### src/rtl/output_port_demux.sv
// Fans lookup-annotated AXI4-Stream packets out to NUM_PORTS output streams using the tuser destination bitmap.
// Optional build macro OPD_SRC_FILTER_EN removes the ingress port from the destination set.
module output_port_demux #(
  parameter int C_AXIS_DATA_WIDTH  = 256,
  parameter int C_AXIS_TUSER_WIDTH = 128,
  parameter int NUM_PORTS          = 8,
  parameter int SRC_PORT_POS       = 16,
  parameter int DST_PORT_POS       = 24
) (
  input  logic                            axi_aclk,
  input  logic                            axi_resetn,
  input  logic [C_AXIS_DATA_WIDTH-1:0]    s_axis_tdata,
  input  logic [C_AXIS_DATA_WIDTH/8-1:0]  s_axis_tstrb,
  input  logic [C_AXIS_TUSER_WIDTH-1:0]   s_axis_tuser,
  input  logic                            s_axis_tlast,
  input  logic                            s_axis_tvalid,
  output logic                            s_axis_tready,
  output logic [C_AXIS_DATA_WIDTH-1:0]    m_axis_tdata,
  output logic [C_AXIS_DATA_WIDTH/8-1:0]  m_axis_tstrb,
  output logic [C_AXIS_TUSER_WIDTH-1:0]   m_axis_tuser,
  output logic                            m_axis_tlast,
  output logic [NUM_PORTS-1:0]            m_axis_tvalid,
  input  logic [NUM_PORTS-1:0]            m_axis_tready,
  output logic [31:0]                     fwd_count,
  output logic [31:0]                     drop_count,
  output logic [1:0]                      fsm_state
);

  // Handshake: a beat moves on a channel at a rising edge where valid and ready
  // are both high; valid never waits on ready, and data/valid hold until taken.

  typedef enum logic [1:0] {HEADER = 2'd0, PAYLOAD = 2'd1, DROP = 2'd2} state_t;

  state_t                state, state_next;
  logic [NUM_PORTS-1:0]  pending, cur_mask, dst_mask, eff_mask, pending_drain, load_mask;
  logic                  reg_free, accept, load, latch_mask, inc_fwd, inc_drop;

  assign dst_mask = s_axis_tuser[DST_PORT_POS +: NUM_PORTS];

`ifdef OPD_SRC_FILTER_EN
  logic [NUM_PORTS-1:0] src_mask;
  assign src_mask = s_axis_tuser[SRC_PORT_POS +: NUM_PORTS];
  assign eff_mask = dst_mask & ~src_mask;
`else
  assign eff_mask = dst_mask;
`endif

  // Ports still owing a handshake after this cycle; zero means the register frees now.
  assign pending_drain = pending & ~m_axis_tready;
  assign reg_free      = (pending_drain == '0);
  assign s_axis_tready = axi_resetn & ((state == DROP) | reg_free);
  assign accept        = s_axis_tvalid & s_axis_tready;
  assign m_axis_tvalid = pending;
  assign fsm_state     = state;

  always_comb begin
    state_next = state;
    load       = 1'b0;
    load_mask  = cur_mask;
    latch_mask = 1'b0;
    inc_fwd    = 1'b0;
    inc_drop   = 1'b0;
    case (state)
      HEADER: begin
        if (accept) begin
          if (eff_mask != '0) begin
            load       = 1'b1;
            load_mask  = eff_mask;
            latch_mask = 1'b1;
            inc_fwd    = 1'b1;
            if (!s_axis_tlast) state_next = PAYLOAD;
          end else begin
            inc_drop = 1'b1;
            if (!s_axis_tlast) state_next = DROP;
          end
        end
      end
      PAYLOAD: begin
        if (accept) begin
          load = 1'b1;
          if (s_axis_tlast) state_next = HEADER;
        end
      end
      DROP: begin
        if (accept && s_axis_tlast) state_next = HEADER;
      end
      default: state_next = HEADER;
    endcase
  end

  always_ff @(posedge axi_aclk or negedge axi_resetn) begin
    if (!axi_resetn) state <= HEADER;
    else             state <= state_next;
  end

  always_ff @(posedge axi_aclk or negedge axi_resetn) begin
    if (!axi_resetn) begin
      pending      <= '0;
      cur_mask     <= '0;
      m_axis_tdata <= '0;
      m_axis_tstrb <= '0;
      m_axis_tuser <= '0;
      m_axis_tlast <= 1'b0;
    end else begin
      pending <= load ? load_mask : pending_drain;
      if (latch_mask) cur_mask <= eff_mask;
      if (load) begin
        m_axis_tdata <= s_axis_tdata;
        m_axis_tstrb <= s_axis_tstrb;
        m_axis_tuser <= s_axis_tuser;
        m_axis_tlast <= s_axis_tlast;
      end
    end
  end

  // Packet counters stick at all-ones instead of wrapping.
  always_ff @(posedge axi_aclk or negedge axi_resetn) begin
    if (!axi_resetn) begin
      fwd_count  <= '0;
      drop_count <= '0;
    end else begin
      if (inc_fwd && (fwd_count != '1))   fwd_count  <= fwd_count + 32'd1;
      if (inc_drop && (drop_count != '1)) drop_count <= drop_count + 32'd1;
    end
  end

endmodule

### config.mk
export PLATFORM = sky130hd
export DESIGN_NAME = output_port_demux
export DESIGN_NICKNAME = d
export VERILOG_FILES = /design/src/rtl/output_port_demux.sv
export SDC_FILE = /design/constraint.sdc
export NUM_CORES = 1
export LEC_CHECK = 0
export CAP_MARGIN = 20
export CELL_PAD_IN_SITES_DETAIL_PLACEMENT = 1
export CELL_PAD_IN_SITES_GLOBAL_PLACEMENT = 1
export CORE_AREA = 2 2 358 360
export DETAILED_ROUTE_END_ITERATION = 10
export DIE_AREA = 0 0 360 362
export DONT_BUFFER_PORTS = 1
export GPL_TIMING_DRIVEN = 0
export PLACE_DENSITY_LB_ADDON = 0.1
export SLEW_MARGIN = 20
export SYNTH_ARGS = -nofsm -noshare
export SYNTH_HDL_FRONTEND = slang
export SYNTH_SLANG_ARGS = --single-unit
### constraint.sdc
create_clock -name axi_aclk -period 5.6 [get_ports axi_aclk]
set_clock_uncertainty 0.1 [all_clocks]
set_input_delay 0.56 -clock axi_aclk [delete_from_list [all_inputs] [get_ports axi_aclk]]
set_output_delay 0.56 -clock axi_aclk [all_outputs]
set_load 0.1 [all_outputs]
Yosys cells after proc, flatten, opt, wreduce, memory -nomap -nowiden
Cells that the tools add are included.
{"block": "totals", "ram_bits": 0, "ff_bits": 499, "mem_count": 0, "romBits": 0, "elab_cells": 52, "latchBits": 0, "in_bits": 428}
{"block": "op_classes", "n_reduce_logical": 7, "n_addsub": 2, "eq_ne": 9, "shifts": 0, "mul": 0, "div": 0, "mux": 20, "n_lt_le_gt_ge": 0, "bitwise": 5}
{"cell": "$add A32 B1 Y32 const B", "n": 2}
{"cell": "$ne A32 B32 Y1 const B", "n": 2}
{"cell": "$mux W8", "n": 4}
{"cell": "$mux W2", "n": 7}
{"cell": "$and A8 B8 Y8", "n": 1}
{"cell": "$logic_not A8 Y1", "n": 1}
{"cell": "$ne A2 B2 Y1 const B", "n": 4}
{"cell": "$not A8 Y8", "n": 1}
{"cell": "$reduce_bool A8 Y1", "n": 1}
{"cell": "$mux W1", "n": 7}
{"cell": "$pmux W2 S3", "n": 1}
{"cell": "$reduce_and A5 Y1", "n": 1}
{"cell": "$logic_and A1 B1 Y1", "n": 3}
{"cell": "$and A1 B1 Y1", "n": 2}
{"cell": "$eq A2 B1 Y1 const B", "n": 1}
{"cell": "$eq A2 B2 Y1 const B", "n": 1}
{"cell": "$logic_not A2 Y1", "n": 1}
{"cell": "$ne A2 B1 Y1 const B", "n": 1}
{"cell": "$pmux W1 S2", "n": 1}
{"cell": "$or A1 B1 Y1", "n": 1}

Depth between registers and ports, before layout
{"block": "depth", "depth_word": 9, "depth_mapped": 9, "mapped_depth_nobuf": 6}

Least setup slack after synthesis
OpenSTA, ideal clock, no wires.
{"block": "synth_timing", "path_type": "register to output", "start": "reg pending[1] (netlist: m_axis_tvalid[1])", "end": "out s_axis_tready", "slack_ns": 1.471, "path_stages_with_launch": 5, "n_path_buf": 0, "t_arrival_ns": 3.469, "required_ns": 4.940, "path_cell_list": "dfrtp_1 > nand2b_1 > and4_1 > nand2_1 > a21boi_0"}
{"block": "synth_between", "elab_chain_cells": 4}
{"element": "start: declaration", "line_no": "35", "text": "logic [NUM_PORTS-1:0] pending, cur_mask, dst_mask, eff_mask, pending_drain, load_mask;"}
{"element": "start signal: assignment", "line_no": "105", "text": "pending <= load ? load_mask : pending_drain;"}
{"element": "$and A8 B8 Y8", "line_no": "49", "text": "assign pending_drain = pending & ~m_axis_tready;"}
{"element": "$logic_not A8 Y1", "line_no": "50", "text": "assign reg_free = (pending_drain == '0);"}
{"element": "$or A1 B1 Y1", "line_no": "51", "text": "assign s_axis_tready = axi_resetn & ((state == DROP) | reg_free);"}
{"element": "$and A1 B1 Y1", "line_no": "51"}
{"element": "end: declaration", "line_no": "17", "text": "output logic s_axis_tready,"}
Every way passes these cells.

Worst setup path in the final report
{"block": "layout_timing", "start": "reg pending[2] (netlist: m_axis_tvalid[2])", "end": "reg m_axis_tuser[56]"}
{"block": "layout_between", "elab_chain_cells": 7, "elab_cells_between_ends": 8, "cone_classes": "mux (3); bitwise (4); reduce/logical (1)"}
{"element": "$and A8 B8 Y8 (*)", "line_no": "49"}
{"element": "$logic_not A8 Y1 (*)", "line_no": "50"}
{"element": "$or A1 B1 Y1 (*)", "line_no": "51"}
{"element": "$and A1 B1 Y1 (*)", "line_no": "51"}
{"element": "$and A1 B1 Y1 (*)", "line_no": "52", "text": "assign accept = s_axis_tvalid & s_axis_tready;"}
{"element": "$mux W1, on equally long branches", "line_no": "79, 65"}
{"element": "$pmux W1 S2 (*)", "line_no": "63", "text": "case (state)"}
{"element": "end signal: assignment", "line_no": "110", "text": "m_axis_tuser <= s_axis_tuser;"}
{"element": "end: declaration", "line_no": "20", "text": "output logic [C_AXIS_TUSER_WIDTH-1:0] m_axis_tuser,"}
Mark *: on every way between the ends. The rest lies on a longest branch, timed or not.
A chain may end at the register's enable or synchronous reset.

==> results_dict.tcl <==
set metrics [dict create \
    status "finished with violations" \
    failed_checks "hold timing" \
    die_h_um 362 \
    rsz0062_at_grt "false" \
    flow.area_growth_from_synthesis_pct 44.6 \
    ys_top_cells_by_count "dfrtp_1, mux2_2, buf_2" \
    yosysTopAreaCell "dfrtp_1" \
    vias 12481 \
    die_area_um2 130000 \
    synth_fp_nets 1662 \
    io_buffers 0 \
    tightestPinTransition_ns 1.34 \
    start_util_pct 15.2 \
    place_congestion 0.764 \
    synth_area_um2 19200 \
    synth.top_cell.area_share_pct 65.0 \
    grt_start_max_net_pins 503 \
    die_w_um 360 \
    clk_pin_slew_ns 0.06 \
    post-route-period-util_pct 72.6 \
    track_usage_pct 11.8 \
    holdBufCountCts 418 \
    cts.htree.levels 3 \
    utilization_pct 21.9 \
    final_antenna_net_count 0 \
    max-cap-violations 0 \
    fp.coreArea_um2 127000 \
    rows 131 \
    synth.area.mux_share_pct 24.7 \
    layout_min_cycle_time_ns 4.06 \
    clock_sinks 499 \
    grt_pass1_vias 14620 \
    end_kind "flip-flop" \
    cts_resized 0 \
    synth-compound-area-share_pct 1.28 \
    crit_fanout 10 \
    synth.avg_cell_area_um2 15.6 \
    grt_pass1_wl_mm 111 \
    synthSimpleGateAreaFrac_pct 4.69 \
    drc_errors 0 \
    first_iter_violations 337 \
    cts_tree "yes" \
    synth.most_common_cell "dfrtp_1" \
    nNetsFinal 2150 \
    totalNegativeSetupSlack_ns 0 \
    first_pass_iters 4 \
    hold_viol 499 \
    routed_via_density 3.63 \
    yosys-top-cells-area "dfrtp_1, mux2_2, xnor2_1" \
    seq_area_frac_synth_pct 65.0 \
    postCtsSetupRepairBufs 0 \
    ys_seq_elements 499 \
    finalSetupViolations 0 \
    synth-edff-count 0 \
    clockRootBuffer "clkbuf_16" \
    syn-instance-count 1232 \
    antenna_found_initial 11 \
    cts_buffer_depth 3 \
    clkLatencyLatePin_ns 0.61 \
    yosysWarningCount 0 \
    synth.distinct_cells 44 \
    grt_overflow 0 \
    hp-class "input port to async pin" \
    ys_async_sr_fraction_pct 100 \
    cts_made_buffers 68 \
    synth_xor_area_share_pct 2.69 \
    ys.flop_type "dfrtp_1" \
    fmax_ghz 0.246 \
    io_pins 920 \
    slew_headroom_pct 10.3 \
    holdWs_ns -0.472 \
    dp_hpwl_mm 60.7 \
    synth_top_family_by_area "multiplexers" \
    routed_wl_mm 79.7 \
    arrival_ns 4.45 \
    yosys.area_share.adder_pct 0.130 \
    drive_above_1_share_pct 33.2 \
    cp.required_ns 5.99 \
    cp-start-kind "flip-flop" \
    worstSetupPathType "flip-flop to flip-flop" \
    drv_slew 0 \
    routedWlPerCell_um 23.2 \
]
## layer usage
metal  share of wire [%]  global-route usage, %
met1                  32                   11.2
met2                  53                   22.0
met3                  12                   5.97
met4                 3.0                   4.18
met5                   0                      0
## cells in the final DEF (no fill, tap or decap), types with 2 or more instances in the layout
cell | netlist | layout
dfrtp_1 | 499 | 493
mux2_2 | 419 | 419
dlygate4sd3_1 | 0 | 418
clkbuf_16 | 0 | 70
buf_2 | 48 | 48
xnor2_1 | 39 | 39
nand3_1 | 34 | 34
clkbuf_1 | 5 | 25
nand2_1 | 23 | 23
nor2_1 | 22 | 22
xor2_1 | 20 | 20
nand4_1 | 19 | 19
and3_1 | 14 | 14
nor3_1 | 10 | 10
nor4_1 | 9 | 9
nand2b_1 | 9 | 9
clkbuf_8 | 0 | 9
a22o_1 | 8 | 8
clkinv_2 | 0 | 8
inv_1 | 7 | 7
dfrtp_2 | 0 | 6
diode_2 | 0 | 4
and4_1 | 4 | 4
o21a_1 | 4 | 4
o21ai_0 | 4 | 4
bufinv_16 | 0 | 4
a21bo_2 | 3 | 3
a22oi_1 | 3 | 3
clkinv_8 | 0 | 3
nand4_2 | 2 | 2
nand3b_1 | 2 | 2
a21oi_1 | 2 | 2
mux2i_1 | 2 | 2
o31ai_1 | 2 | 2
ha_1 | 2 | 2
clkinv_16 | 0 | 2
inv_6 | 0 | 2
clkinvlp_4 | 0 | 2
## cells by family after synthesis
logic type	after synthesis
AND/OR/NAND/NOR	159
adder cells (fa/ha/maj)	2
XOR/XNOR	59
flip-flops	499
multiplexers	421
AO/OA/AOI/OAI	32
buffers and inverters	60
## layout make-up
class                           instances  area (um2)
Multi-Input combinational cell        673        6440
Fill cell                           13906       98900
Inverter                                7        26.3
Tap cell                             1662        2080
Timing Repair Buffer                  418        4180
Sequential cell                       499       12500
Clock buffer                           99        1950
Antenna cell                            4        10.0
Clock inverter                         22         310
Buffer                                 53         259
## per-stage QoR
| step | hold WS, ns | instances | setup WS [ns] | area (um2) |
|---|---|---|---|---|
| finish | -0.472 | 3437 | 1.54 | 27800 |
| global route | -0.532 | 3434 | 1.20 | 27700 |
| detailed placement | 0.181 | 2894 | 1.27 | 21300 |
| CTS | -0.537 | 3433 | 1.26 | 27700 |
| floorplan | 0.164 | 1232 | 1.47 | 19200 |
| global placement | 0.187 | 2894 | 1.11 | 21300 |
## flip-flops by register name (all words and copies together) (netlist names)
register / flops
m_axis_tlast: 1
fsm_state: 2
m_axis_tvalid: 8
m_axis_tdata: 256
fwd_count: 32
m_axis_tstrb: 32
drop_count: 32
m_axis_tuser: 128
cur_mask: 8
## path summary, 6_finish.rpt
kind,from,to,slack (ns),depth (start not counted)
max,m_axis_tvalid[2],m_axis_tuser[56],1.54,9
min,axi_resetn,m_axis_tdata[120],-0.47,0
max reg2reg,m_axis_tvalid[2],m_axis_tuser[56],1.54,9
min reg2reg,cur_mask[4],cur_mask[4],0.40,1
max in group asynchronous,axi_resetn,fwd_count[15],4.68,0
min in group axi_aclk,s_axis_tuser[31],m_axis_tvalid[7],0.09,2
## worst max-delay path, cell delays in order (launching register included)
cell and delay [ns]:
dfrtp_1 0.74, nand2b_1 0.33, nand4_1 0.19, or3_1 0.44
nor2_1 0.16, o21a_1 0.15, clkbuf_1 0.49, buf_2 0.53
buf_2 0.41, mux2_2 0.38
Power is left out: the tool's default activity adds up to more than one toggle a clock period on the data nets, which glitch-free logic cannot reach.
